## src/rtl/gate_fitness_eval.sv

```systemverilog
// Sequential fitness evaluator for a chromosome of two-input gates; sweeps all input vectors.
// Latency: done pulses 2^N_IN*(N_GATES+1)+1 cycles after start (early-abort build may finish sooner).
// No backpressure: start and gene writes are ignored while busy; optional feature macro EARLY_ABORT_EN.
module gate_fitness_eval #(
  parameter int N_IN = 4,
  parameter int N_GATES = 14,
  localparam int P = 2*N_IN + N_GATES,
  localparam int SRC_W = $clog2(P),
  localparam int GENE_W = 3 + 2*SRC_W,
  localparam int AW = (N_GATES > 1) ? $clog2(N_GATES) : 1,
  localparam int NV = 1 << N_IN
) (
  input  logic              clk,
  input  logic              rst,
  input  logic              gene_we,
  input  logic [AW-1:0]     gene_addr,
  input  logic [GENE_W-1:0] gene_data,
  input  logic [SRC_W-1:0]  out_sel,
  input  logic [NV-1:0]     target,
  input  logic              start,
`ifdef EARLY_ABORT_EN
  input  logic [N_IN:0]     abort_limit,
  output logic              aborted,
`endif
  output logic              busy,
  output logic              done,
  output logic [N_IN:0]     fitness,
  output logic              err
);

  typedef enum logic [1:0] {IDLE, EVAL, CMP, DONE} state_t;

  state_t              state, state_nx;
  logic [GENE_W-1:0]   genes [N_GATES];
  logic [N_GATES-1:0]  gate_val;
  logic [AW-1:0]       g;
  logic [N_IN-1:0]     v;
  logic [SRC_W-1:0]    sel_q;
  logic [NV-1:0]       tgt_q;
  logic [N_IN:0]       score, miss;
  logic [N_IN:0]       score_nx, miss_nx;
  logic [P-1:0]        pool;
  logic [GENE_W-1:0]   cur;
  logic [2:0]          op;
  logic [SRC_W-1:0]    sa, sb;
  logic                a_ok, b_bad, a_val, b_val, gate_out;
  logic                out_ok, out_bit, match;
  logic                last_g, last_v, abort_hit, finish;
`ifdef EARLY_ABORT_EN
  logic [N_IN:0]       lim_q;
`endif

  // A source is legal if it is a primary (or inverted) input or a strictly earlier gate.
  function automatic logic src_legal(input logic [SRC_W-1:0] s, input int lim);
    return int'(s) < 2*N_IN + lim;
  endfunction

  assign pool = {gate_val, ~v, v};

  // Evaluate the current gate and score the selected output net for the current vector.
  always_comb begin
    cur      = genes[g];
    op       = cur[GENE_W-1 -: 3];
    sa       = cur[2*SRC_W-1 -: SRC_W];
    sb       = cur[SRC_W-1:0];
    a_ok     = src_legal(sa, int'(g));
    b_bad    = (op < 3'd6) && !src_legal(sb, int'(g));
    a_val    = a_ok ? pool[sa] : 1'b0;
    b_val    = (src_legal(sb, int'(g))) ? pool[sb] : 1'b0;
    gate_out = 1'b0;
    case (op)
      3'd0:    gate_out = a_val & b_val;
      3'd1:    gate_out = a_val | b_val;
      3'd2:    gate_out = ~(a_val & b_val);
      3'd3:    gate_out = ~(a_val | b_val);
      3'd4:    gate_out = a_val ^ b_val;
      3'd5:    gate_out = ~(a_val ^ b_val);
      3'd6:    gate_out = a_val;
      default: gate_out = ~a_val;
    endcase
    out_ok    = src_legal(sel_q, N_GATES);
    out_bit   = out_ok ? pool[sel_q] : 1'b0;
    match     = (out_bit == tgt_q[v]);
    score_nx  = score + {{N_IN{1'b0}}, match};
    miss_nx   = miss + {{N_IN{1'b0}}, ~match};
    last_g    = (g == AW'(N_GATES-1));
    last_v    = (v == N_IN'(NV-1));
`ifdef EARLY_ABORT_EN
    abort_hit = (miss_nx > lim_q);
`else
    abort_hit = 1'b0;
`endif
    finish    = last_v || abort_hit;
  end

  // State register.
  always_ff @(posedge clk or posedge rst) begin
    if (rst) state <= IDLE;
    else     state <= state_nx;
  end

  // Next-state and status outputs.
  always_comb begin
    state_nx = state;
    busy     = 1'b0;
    done     = 1'b0;
    case (state)
      IDLE: if (start) state_nx = EVAL;
      EVAL: begin
        busy = 1'b1;
        if (last_g) state_nx = CMP;
      end
      CMP: begin
        busy     = 1'b1;
        state_nx = finish ? DONE : EVAL;
      end
      default: begin
        done     = 1'b1;
        state_nx = IDLE;
      end
    endcase
  end

  // Chromosome storage, sweep counters, scoring and result registers.
  always_ff @(posedge clk or posedge rst) begin
    if (rst) begin
      for (int i = 0; i < N_GATES; i++) genes[i] <= '0;
      gate_val <= '0;
      g        <= '0;
      v        <= '0;
      sel_q    <= '0;
      tgt_q    <= '0;
      score    <= '0;
      miss     <= '0;
      fitness  <= '0;
      err      <= 1'b0;
`ifdef EARLY_ABORT_EN
      lim_q    <= '0;
      aborted  <= 1'b0;
`endif
    end else begin
      case (state)
        IDLE: begin
          if (gene_we && int'(gene_addr) < N_GATES) genes[gene_addr] <= gene_data;
          if (start) begin
            sel_q <= out_sel;
            tgt_q <= target;
            v     <= '0;
            g     <= '0;
            score <= '0;
            miss  <= '0;
            err   <= 1'b0;
`ifdef EARLY_ABORT_EN
            lim_q   <= abort_limit;
            aborted <= 1'b0;
`endif
          end
        end
        EVAL: begin
          gate_val[g] <= gate_out;
          if (!a_ok || b_bad) err <= 1'b1;
          if (!last_g) g <= g + AW'(1);
        end
        CMP: begin
          score <= score_nx;
          miss  <= miss_nx;
          if (!out_ok) err <= 1'b1;
          if (finish) begin
            fitness <= score_nx;
`ifdef EARLY_ABORT_EN
            aborted <= abort_hit;
`endif
          end else begin
            v <= v + N_IN'(1);
            g <= '0;
          end
        end
        default: ;
      endcase
    end
  end

endmodule
```

## config.mk

```make
export PLATFORM = sky130hd
export DESIGN_NAME = gate_fitness_eval
export DESIGN_NICKNAME = d
export VERILOG_FILES = /design/src/rtl/gate_fitness_eval.sv
export SDC_FILE = /design/constraint.sdc
export NUM_CORES = 1
export LEC_CHECK = 0
export BUFFER_PORTS_ARGS = -buffer_cell sky130_fd_sc_hd__clkbuf_2
export CORE_MARGIN = 2
export CORE_UTILIZATION = 56
export DETAILED_ROUTE_END_ITERATION = 8
export PLACE_DENSITY = 0.82
export SLEW_MARGIN = 20
export SYNTH_ARGS = -nofsm -noshare
export SYNTH_HDL_FRONTEND = slang
export SYNTH_SLANG_ARGS = --single-unit
```

## constraint.sdc

```tcl
create_clock -name clk -period 8.1 [get_ports clk]
set_input_delay 1.62 -clock clk [delete_from_list [all_inputs] [get_ports clk]]
set_output_delay 1.62 -clock clk [all_outputs]
set_load 0.02 [all_outputs]
```

==> results.py <==
metrics = {
    "critical_path": {
        "worstSetupPathType": "reg2reg",
        "ff2ff_setup_slack_ns": 1.69,
        "critPathMaxFanout": 33,
        "slowest_stage": "dfrtp_2",
        "cp-end-kind": "register",
        "cpMostUsedCell": "a21oi_1",
        "cpPeakStageDelay_ns": 0.99,
        "cp_data_required_time_ns": 8.46,
        "crit_chain": "mux4_2 > nand2_1 > a21oi_1 > a21oi_1 > o21ai_0 > ha_1 > a21o_1 > a211oi_4 > o211ai_1 > a2111o_1 > and2_1 > ha_1 > nand2_1 > nand2b_1 > o2bb2ai_1 > nand2_1 > a21oi_1 > a21oi_1",
        "cp-start-kind": "register",
        "cp_data_arrival_time_ns": 6.77,
    },
    "clock_tree": {
        "cts_tree": "done",
        "post-cts-setup-buffers": 0,
        "cts_max_level": 1,
        "post_cts_resize_count": 0,
        "cts.reportedPaths.clkPinSlew_ns": 0.07,
        "cts.path.max_buffers": 3,
        "root_buffer": "clkbuf_16",
        "hold_buffers": 0,
        "cts_sinks": 238,
        "clock_latency_ns": 0.55,
        "cts_made_buffers": 26,
    },
    "cells_and_area": {
        "drive_gt1_share_pct": 40.4,
        "areaGrowthSynthToFinish_pct": 9.51,
        "mostFrequentLayoutCells": "dfrtp_1 (236), mux2_2 (218), nand2_1 (58)",
        "nFillCells": 1617,
        "layout.nets": 1046,
        "mostFrequentLayoutCell": "dfrtp_1",
    },
    "logic_synthesis": {
        "synth_seq_cells": 238,
        "ys_warn_count": 0,
        "ys_async_sr_fraction_pct": 100,
        "ys_types": 76,
        "syn_area_um2": 12400,
        "synth_area_per_cell_um2": 12.9,
        "netlist_instances": 961,
        "yosys_most_used_dff": "dfrtp_1",
        "yosysSeqAreaShare_pct": 47.9,
        "synth_edf_count": 0,
        "synthesis.nets": 1023,
    },
    "job": {
        "cap_viol_max_count": 0,
    },
    "die": {
        "fp-row-count": 54,
        "coreArea_um2": 21800,
        "initial_core_util_pct": 57.0,
        "die_h_um": 153,
        "io_pins": 50,
        "dieArea_um2": 23400,
        "fp.dieW_um": 153,
    },
    "detailed_routing": {
        "ant_nets": 0,
        "viasPerCell": 6.38,
        "wirelength_um": 29100,
        "wl_per_cell_um": 22.8,
        "first_pass_iters": 7,
        "drtIter0Drc": 617,
        "drc": 0,
        "num_vias": 8157,
    },
    "grt": {
        "grt_pass1_vias": 8309,
        "grt_max_degree": 168,
        "grt_overflow": 0,
        "grt_use_total_pct": 25.1,
        "antenna_found_initial": 2,
        "grt_pass1_wl_um": 46500,
    },
    "sta": {
        "rsz0062_at_grt": "false",
        "final-setup-viol-count": 0,
        "relSlewSlack_pct": 22.6,
        "period_needed_ns": 6.41,
        "hold_violations": 0,
        "slew_violations": 0,
        "finalCritPeriodShare_pct": 79.1,
        "max_freq_mhz": 156,
        "setup_slack_ns": 1.69,
        "tightestPinTransition_ns": 1.16,
        "finalClockSkew_ns": 0.0181,
        "tns_ns": 0,
    },
    "placement": {
        "dp_hpwl_um": 18200,
        "gp_congestion": 0.924,
        "io_buffers": 49,
        "dp_slack_ns": 1.84,
    },
    "hold_path": {
        "hold_path.class": "reg2reg",
    },
    "status": {
        "status": "finished, final reports clean",
    },
    "power_and_ir_drop": {
        "ir_drop_mv": 0.251,
        "p_leak_nw": 5.97,
        "power_density_nw_per_um2": 396,
    },
}
## worst max-delay path: cells and delay by family (launching register included)
kind,cells,cell delay [ns]
AO/OA/AOI/OAI,10,3.14
adder cells (fa/ha/maj),2,0.71
flip-flops,1,0.99
multiplexers,1,0.61
AND/OR/NAND/NOR,5,0.72
## layer usage
layer,routed length [um],track usage [%],vias to the layer above
met4,1040,9.35,2
li1,-,-,3596
met5,12,0,-
met2,13900,40.5,283
met1,12300,34.3,4209
met3,1900,4.56,67
## sequential cells by signal, summed over array words and instances (netlist names)
register and cells:
genes 182, err 1, fitness 5, state 2, gate_val 14, score 5
g 4, tgt_q 16, sel_q 5, v 4
## cell families (layout without fill, tap and decap cells)
group / count (synthesis) / in the layout / synth area share, %
muxes: 300 / 300 / 30.7
DFF: 238 / 238 / 47.9
and+or+nand+nor: 178 / 178 / 6.80
AOI/OAI and AO/OA: 136 / 136 / 8.76
buffers and inverters: 85 / 121 / 3.58
adders and majority gates: 20 / 20 / 2.01
xor gates and xnor gates: 4 / 4 / 0.282
other: 0 / 1 / 0
## path summary, 6_finish.rpt
check	startpoint	to	cells past startpoint
worst max register to register	g[0]	gate_val[13]	18
worst min register to register	fitness[2]	fitness[2]	2
worst min-delay path	fitness[2]	fitness[2]	2
worst max-delay path	g[0]	gate_val[13]	18
max in group asynchronous	rst	genes[122]	3
min in group asynchronous	rst	fitness[1]	2
## power breakdown
group	internal [W]	leakage, nW	switching, W
clock network	0.000640	0.382	0.000471
logic	0.00108	2.53	0.00113
registers	0.00171	3.06	0.000363
total	0.00343	5.97	0.00197
## synthesized netlist by cell type, types with 5 or more instances
master | number | area [um^2]
buf_1 | 5 | 18.8
a21oi_2 | 19 | 166
a21o_1 | 7 | 52.6
buf_4 | 9 | 67.6
ha_1 | 20 | 250
o21ai_0 | 19 | 95.1
clkbuf_1 | 41 | 154
inv_1 | 12 | 45.0
nand2b_1 | 8 | 50.1
buf_6 | 10 | 113
a41o_1 | 14 | 140
nor2b_1 | 6 | 37.5
nor2_1 | 49 | 184
a22o_1 | 8 | 70.1
a21oi_1 | 20 | 100
mux2_2 | 218 | 2450
nor3_1 | 18 | 90.1
buf_2 | 5 | 25.0
nand3_1 | 11 | 55.1
mux2i_1 | 36 | 360
mux4_2 | 42 | 946
nand2_1 | 58 | 218
dfrtp_1 | 238 | 5960
a22oi_1 | 5 | 37.5
## layout make-up
class	instances	area, um^2	share of cell area, %
flip-flops and latches	238	5960	43.7
repair buffers	66	385	2.83
diodes	1	2.50	0.0184
multi-input cells	638	6080	44.6
clock inverters	5	78.8	0.579
clock buffers	36	708	5.20
inverters	14	56.3	0.413
well taps	280	350	2.57
## through the flow
step / utilization, % / total power [W] / area (um^2) / instances / hold slack [ns]
2_1_floorplan: - / 0.00381 / 12400 / 961 / 0.469
3_3_place_gp: 58.8 / 0.00414 / 12800 / 1236 / 0.467
3_5_place_dp: 58.8 / 0.00425 / 12800 / 1236 / 0.475
4_1_cts: 62.4 / 0.00539 / 13600 / 1277 / 0.488
5_1_grt: 62.4 / 0.00569 / 13600 / 1277 / 0.512
6_report: 62.4 / 0.00539 / 13600 / 1278 / 0.482
No activity file was read; power rests on OpenSTA's default activity.
